$ cat src/rtl/fp32_frame_fifo.sv
// First-word-fall-through FIFO for 96-bit fp32 operand frames; drops and flags writes when full.
// Optional dropped-frame counter on OVF_CNT_O when FP32_FRAME_FIFO_OVF_CNT_EN is defined.
module fp32_frame_fifo #(
    parameter int DATA_W = 96,
    parameter int DEPTH  = 4,
    localparam int ADDR_W = $clog2(DEPTH)
) (
    input  logic              CLK_I,
    input  logic              RST_I,
    input  logic              WR_VALID_I,
    input  logic [DATA_W-1:0] WR_DATA_I,
    output logic              WR_READY_O,
    output logic              RD_VALID_O,
    output logic [DATA_W-1:0] RD_DATA_O,
    input  logic              RD_READY_I,
    output logic [ADDR_W:0]   COUNT_O,
    output logic              OVF_O
`ifdef FP32_FRAME_FIFO_OVF_CNT_EN
    ,
    output logic [15:0]       OVF_CNT_O
`endif
);

    localparam logic [ADDR_W:0] FULL_CNT = (ADDR_W+1)'(DEPTH);

    logic [DATA_W-1:0] mem_q [DEPTH];
    logic [DATA_W-1:0] mem_d [DEPTH];
    logic [ADDR_W-1:0] wr_ptr_q, wr_ptr_d;
    logic [ADDR_W-1:0] rd_ptr_q, rd_ptr_d;
    logic [ADDR_W:0]   count_q, count_d;
    logic              ovf_q, ovf_d;
    logic              wr_ready, rd_valid, wr_fire, rd_fire;

    // Status is decoded from the registered count only, so no input reaches an output combinationally.
    assign wr_ready   = (count_q != FULL_CNT);
    assign rd_valid   = (count_q != '0);
    assign wr_fire    = WR_VALID_I & wr_ready;
    assign rd_fire    = rd_valid & RD_READY_I;

    assign WR_READY_O = wr_ready;
    assign RD_VALID_O = rd_valid;
    assign RD_DATA_O  = mem_q[rd_ptr_q];
    assign COUNT_O    = count_q;
    assign OVF_O      = ovf_q;

    always_comb begin
        mem_d    = mem_q;
        wr_ptr_d = wr_ptr_q;
        rd_ptr_d = rd_ptr_q;
        count_d  = count_q;
        ovf_d    = WR_VALID_I & ~wr_ready;
        if (wr_fire) begin
            mem_d[wr_ptr_q] = WR_DATA_I;
            wr_ptr_d        = wr_ptr_q + ADDR_W'(1);
        end
        if (rd_fire) begin
            rd_ptr_d = rd_ptr_q + ADDR_W'(1);
        end
        if (wr_fire && !rd_fire) begin
            count_d = count_q + (ADDR_W+1)'(1);
        end else if (rd_fire && !wr_fire) begin
            count_d = count_q - (ADDR_W+1)'(1);
        end
    end

    // The array is cleared on reset so the head reads zero until the first new frame lands.
    always_ff @(posedge CLK_I) begin
        if (RST_I) begin
            for (int i = 0; i < DEPTH; i++) begin
                mem_q[i] <= '0;
            end
            wr_ptr_q <= '0;
            rd_ptr_q <= '0;
            count_q  <= '0;
            ovf_q    <= 1'b0;
        end else begin
            mem_q    <= mem_d;
            wr_ptr_q <= wr_ptr_d;
            rd_ptr_q <= rd_ptr_d;
            count_q  <= count_d;
            ovf_q    <= ovf_d;
        end
    end

`ifdef FP32_FRAME_FIFO_OVF_CNT_EN
    logic [15:0] ovf_cnt_q, ovf_cnt_d;

    // Saturating count of dropped frames, cleared only by reset.
    always_comb begin
        ovf_cnt_d = ovf_cnt_q;
        if (ovf_d && (ovf_cnt_q != 16'hFFFF)) begin
            ovf_cnt_d = ovf_cnt_q + 16'd1;
        end
    end

    always_ff @(posedge CLK_I) begin
        if (RST_I) begin
            ovf_cnt_q <= '0;
        end else begin
            ovf_cnt_q <= ovf_cnt_d;
        end
    end

    assign OVF_CNT_O = ovf_cnt_q;
`endif

endmodule

$ cat config.mk
export PLATFORM = sky130hd
export DESIGN_NAME = fp32_frame_fifo
export DESIGN_NICKNAME = d
export VERILOG_FILES = /design/src/rtl/fp32_frame_fifo.sv
export SDC_FILE = /design/constraint.sdc
export NUM_CORES = 1
export LEC_CHECK = 0
export CAP_MARGIN = 20
export CORE_ASPECT_RATIO = 1.25
export CORE_UTILIZATION = 51
export CTS_CLUSTER_DIAMETER = 150
export CTS_CLUSTER_SIZE = 12
export DETAILED_ROUTE_END_ITERATION = 16
export GPL_TIMING_DRIVEN = 0
export MAX_ROUTING_LAYER = met4
export PLACE_DENSITY = 0.79
export SETUP_SLACK_MARGIN = 0.2
export SLEW_MARGIN = 20
export SYNTH_ARGS = -nofsm -noshare
export SYNTH_HDL_FRONTEND = slang
export SYNTH_SLANG_ARGS = --single-unit
$ cat constraint.sdc
create_clock -name CLK_I -period 2.3 [get_ports CLK_I]
set_input_delay 0.69 -clock CLK_I [delete_from_list [all_inputs] [get_ports CLK_I]]
set_output_delay 0.69 -clock CLK_I [all_outputs]
set_load 0.02 [all_outputs]
Word-level counts from Yosys, hierarchy flattened
Cells that the tools add are included.
- register bits: 392
- input bits: 100
- output and inout port bits: 102
- word-level logic and storage cells: 37
- add/subtract/negate cells: 4
- magnitude comparators: 3
- equal/unequal tests: 1
- multiplexer cells: 8
- bitwise logic cells: 6
- reductions and logical operators: 7
- operator list (kind ; count):
    bitwise mux 384 bit ; 1
    two-way mux 96 bit ; 3
    binary-select mux 96 bit (select 2 bit) ; 1
    demux 96 bit (select 2 bit) ; 1
    >= comparator 3 bit (second input constant) ; 2
    two-way mux 3 bit ; 2
    inverter 2 -> 3 bit ; 2
    adder 2 x 1 -> 2 bit (second input constant) ; 2
    adder 3 x 1 -> 3 bit (second input constant) ; 1
    bitwise AND 1 bit ; 3
    logical AND 1 bit ; 3
    less-than comparator 3 x 1 -> 1 bit (second input constant) ; 1
    != test 3 bit (second input constant) ; 1
    nonzero test 3 bit ; 1
    subtractor 3 x 1 -> 3 bit (second input constant) ; 1
    zero test 1 bit ; 2
    nonzero test 2 bit ; 1
    inverter 1 bit ; 1

Longest topological paths before layout
- depth in word-level cells: 6
- gate-level depth with buffers: 9
- depth with buffers taken out: 8

Least setup slack after synthesis
OpenSTA, ideal clock, no wires.
- path type: register -> output
- start point: reg rd_ptr_q[1]
- end point: out RD_DATA_O[55]
- arrival: 1628 ps
- slack: -18 ps
- cell stages (with the launch flop): 4
- buffers on the path: 2
- cell sequence: dfxtp_1 -> buf_2 -> buf_1 -> mux4_2
- word-level cells in the longest chain between the ends: 4
- RTL lines (what ; RTL line ; RTL):
    from (decl) ; 29 ; logic [ADDR_W-1:0] rd_ptr_q, rd_ptr_d;
    from (signal assigned) ; 79 ; rd_ptr_q <= rd_ptr_d;
    inverter 2 -> 3 bit (implied by the code) ; 42 ; assign RD_DATA_O = mem_q[rd_ptr_q];
    binary-select mux 96 bit (select 2 bit) ; 42 ;
    two-way mux 96 bit (implied by the code) (2 in series) ; 42 ;
    to (decl) ; 14 ; output logic [DATA_W-1:0] RD_DATA_O,
Every way passes these cells. The select of a mux whose other input is x is not followed.

Worst setup path after layout
- start point: reg rd_ptr_q[0]
- end point: out RD_DATA_O[42]
The elaborated chain is that of the path after synthesis.

==> metrics.txt <==
Comb power frac=0.326; most frequent cells in the layout=nand2b_1 (480), dfxtp_1 (387), mux2i_1 (385); final setup violation count=96; CP Launch Type=register; total routed wirelength=46.1 mm; fin nets=1,884; Fin Setup TNS=-29.60 ns; row cnt=76; Finished Layout Cells=2,249; clock-pin slew on the worst setup and hold paths=0.06 ns; Avg Vias per Cell=5.44; largest fanout on the critical path=6; deepest clock path buffer count=3; FMAX=375 MHz; Pint=0.0141 W; H-tree lvl count=2; most common cell after layout, fill and taps aside=nand2b_1; Critical Path RT=1.61 ns; Netlist cell types=26; failing checks=DRC, setup timing; crit path max-delay cell type=mux4_2; simple-gate share of the synthesized area=0.175; Cells after DPL=2,179; outcome=finished with violations; post-layout minimum cycle time=2.67 ns; mean area per synthesized cell=11.8 um^2; first-pass GRT wire length=71.8 mm; Post-synth EDFFs=0; crit end category=output pin; Starting Density=0.516; Worst Hold Margin=0.471 ns; Post-Syn Area=17,800 um^2; DRC Markers=3; CTS tree=yes; Final ANT Viol Nets=0; net switching power=0.00587 W; Synthesized Nets=1,618; Hold Vio Cnt, Final=0; GRT Overall Usage=0.268; post-synthesis compound-gate area fraction=0.00190; DR WL/cell=20.5 um; Max-Cap Viols=0; Synth Area in Adders=0.00465; reg2reg path depth=10; largest family of logic cells by synthesized area=multiplexers; Syn. warnings=0; IR drop worst, VDD=559 uV; Die Y=211 um; width of the die=169 um; Top FF cell, synth=dfxtp_1; CTS Buf Count=38; share of cells above drive strength 1=0.194; unrepaired setup endpoints after global routing=yes; Port Buffer Count=199; Final Util=0.646; initial antenna violation count=1; sequential fraction of the synthesis area=0.442; CP Class=register to output pin; Critical Path Max Stage Delay=0.53 ns; hpwl dp=30.5 mm; Core ar.=34,400 um^2; vias in the first global route=13,200; I/O pin total=202; Seq cells post-synth=392; CP endpoint=RD_DATA_O[42]; GR Overflow Total=0; fin. max-slew vios=0; Vias=12,200; RR Endpoint=COUNT_O[2]; Sink Count=392; Worst EP arrival=1.98 ns; ys async rst share=0; worst path cell trace=clkbuf_16 > buf_12 > buf_16 > mux4_2 > buf_6; Final Power=0.0199 W; Root Buffer=clkbuf_16; DRT Pass-1 Iters=11; worst slew pin tran=0.888 ns; LEAKAGE=9.81 nW; Hold WC Path Type=register to register; register share of total power=0.386; CP Launch Point=rd_ptr_q[0]; worst skew pair latency=0.54 ns; die area=35,600 um^2; R2R setup slack=0.16 ns; pwr/cell area=896 nW/um^2; Post-Syn Instances=1,512; post-synthesis xor/xnor area fraction=0.00197; Final Worst Setup Slack=-0.368 ns; DRT iter0 DRCs=572; clk_skew=0.0129 ns; largest net degree at the start of global routing=13; max_slew headroom=0.408; GPL Wtd Cong=0.805; Final period util=1.16; post-synthesis mux area share=0.339; sw frac=0.295; clock share of power=0.287; R2R Path Start=COUNT_O[0]; Area growth, synth to finish=25.2%
## flip-flops by register name, summed over array words and instances (netlist names)
name,cells
wr_ptr_q,2
OVF_O,1
mem_q,384
rd_ptr_q,2
COUNT_O,3
## how the worst min path moves through the flow
stage,start,to,slack [ns],depth (start not counted)
2_1_floorplan,mem_q[247],mem_q[247],0.45,2
3_3_place_gp,mem_q[297],mem_q[297],0.45,2
3_5_place_dp,mem_q[278],mem_q[278],0.46,2
4_1_cts,WR_VALID_I,OVF_O,0.46,2
5_1_grt,WR_VALID_I,OVF_O,0.47,2
6_report,mem_q[307],mem_q[307],0.47,2
## power groups by stage
stage	logic, W	registers (W)	clock network [W]
floorplan	0.00356	0.00777	0
global placement	0.00538	0.00781	0
detailed placement	0.00545	0.00784	0
CTS	0.00582	0.00773	0.00582
global route	0.00686	0.00777	0.00607
finish	0.00650	0.00770	0.00573
## synthesized netlist by cell type (2+ instances only)
cell type | instances | area (um^2)
mux2i_1 | 385 | 3850
clkbuf_1 | 59 | 221
mux4_2 | 96 | 2160
nand2b_1 | 480 | 3000
dfxtp_1 | 392 | 7850
nand3_1 | 4 | 20.0
buf_2 | 35 | 175
buf_1 | 8 | 30.0
ha_1 | 5 | 62.6
xor2_1 | 4 | 35.0
o31ai_1 | 2 | 15.0
buf_6 | 14 | 158
nor2_1 | 6 | 22.5
inv_1 | 3 | 11.3
or3_1 | 2 | 12.5
and3_1 | 2 | 12.5
buf_4 | 6 | 45.0
## layer usage
| metal | up-vias | wire length (um) | GRT usage | part of all wire |
|---|---|---|---|---|
| li1 | 5723 | - | - | - |
| met1 | 6157 | 18700 | 0.306 | 0.41 |
| met2 | 268 | 23900 | 0.466 | 0.52 |
| met3 | 83 | 2250 | 0.0525 | 0.049 |
| met4 | 0 | 1300 | 0.0947 | 0.028 |
| met5 | - | 0 | - | 0 |
## cell type report
class | count | area (um^2)
diodes | 1 | 2.50
plain buffers | 122 | 985
clock buffers | 41 | 1030
clock inverters | 1 | 30.0
fillers | 2793 | 12200
inverters | 3 | 11.3
multi-input cells | 995 | 9320
flip-flops and latches | 392 | 7870
well taps | 468 | 586
repair buffers | 226 | 2410
## worst max-delay path: cells and delay by family (launching register included)
kind	cells	cell delay (ns)
multiplexers	1	0.53
buffers and inverters	4	0.55
flip-flops	1	0.35
## cells by family (layout without fill, tap and decap cells)
group                    after synthesis  count (layout)
AO/OA/AOI/OAI                          5               5
XOR/XNOR                               4               4
adder cells (fa/ha/maj)                6               6
buffers and inverters                125             393
flip-flops                           392             392
multiplexers                         482             482
other                                  0               1
AND/OR/NAND/NOR                      498             498
## timing repair
| item | in CTS | in global routing |
|---|---|---|
| setup buffers | 5 | 13 |
| pin swaps | 0 | 1 |
| resized for setup | 530 | 153 |
| hold buffers | 0 | 0 |
| cloned | 4 | 5 |
| setup endpoints to repair | 200 | 114 |
## per-stage QoR
step | setup WS [ns] | instance area (um^2)
floorplan | 0.113 | 17800
global placement | -0.882 | 20400
detailed placement | -0.871 | 20400
CTS | -0.439 | 21500
global route | -0.421 | 22200
finish | -0.368 | 22200
No activity file was read; power rests on OpenSTA's default activity.
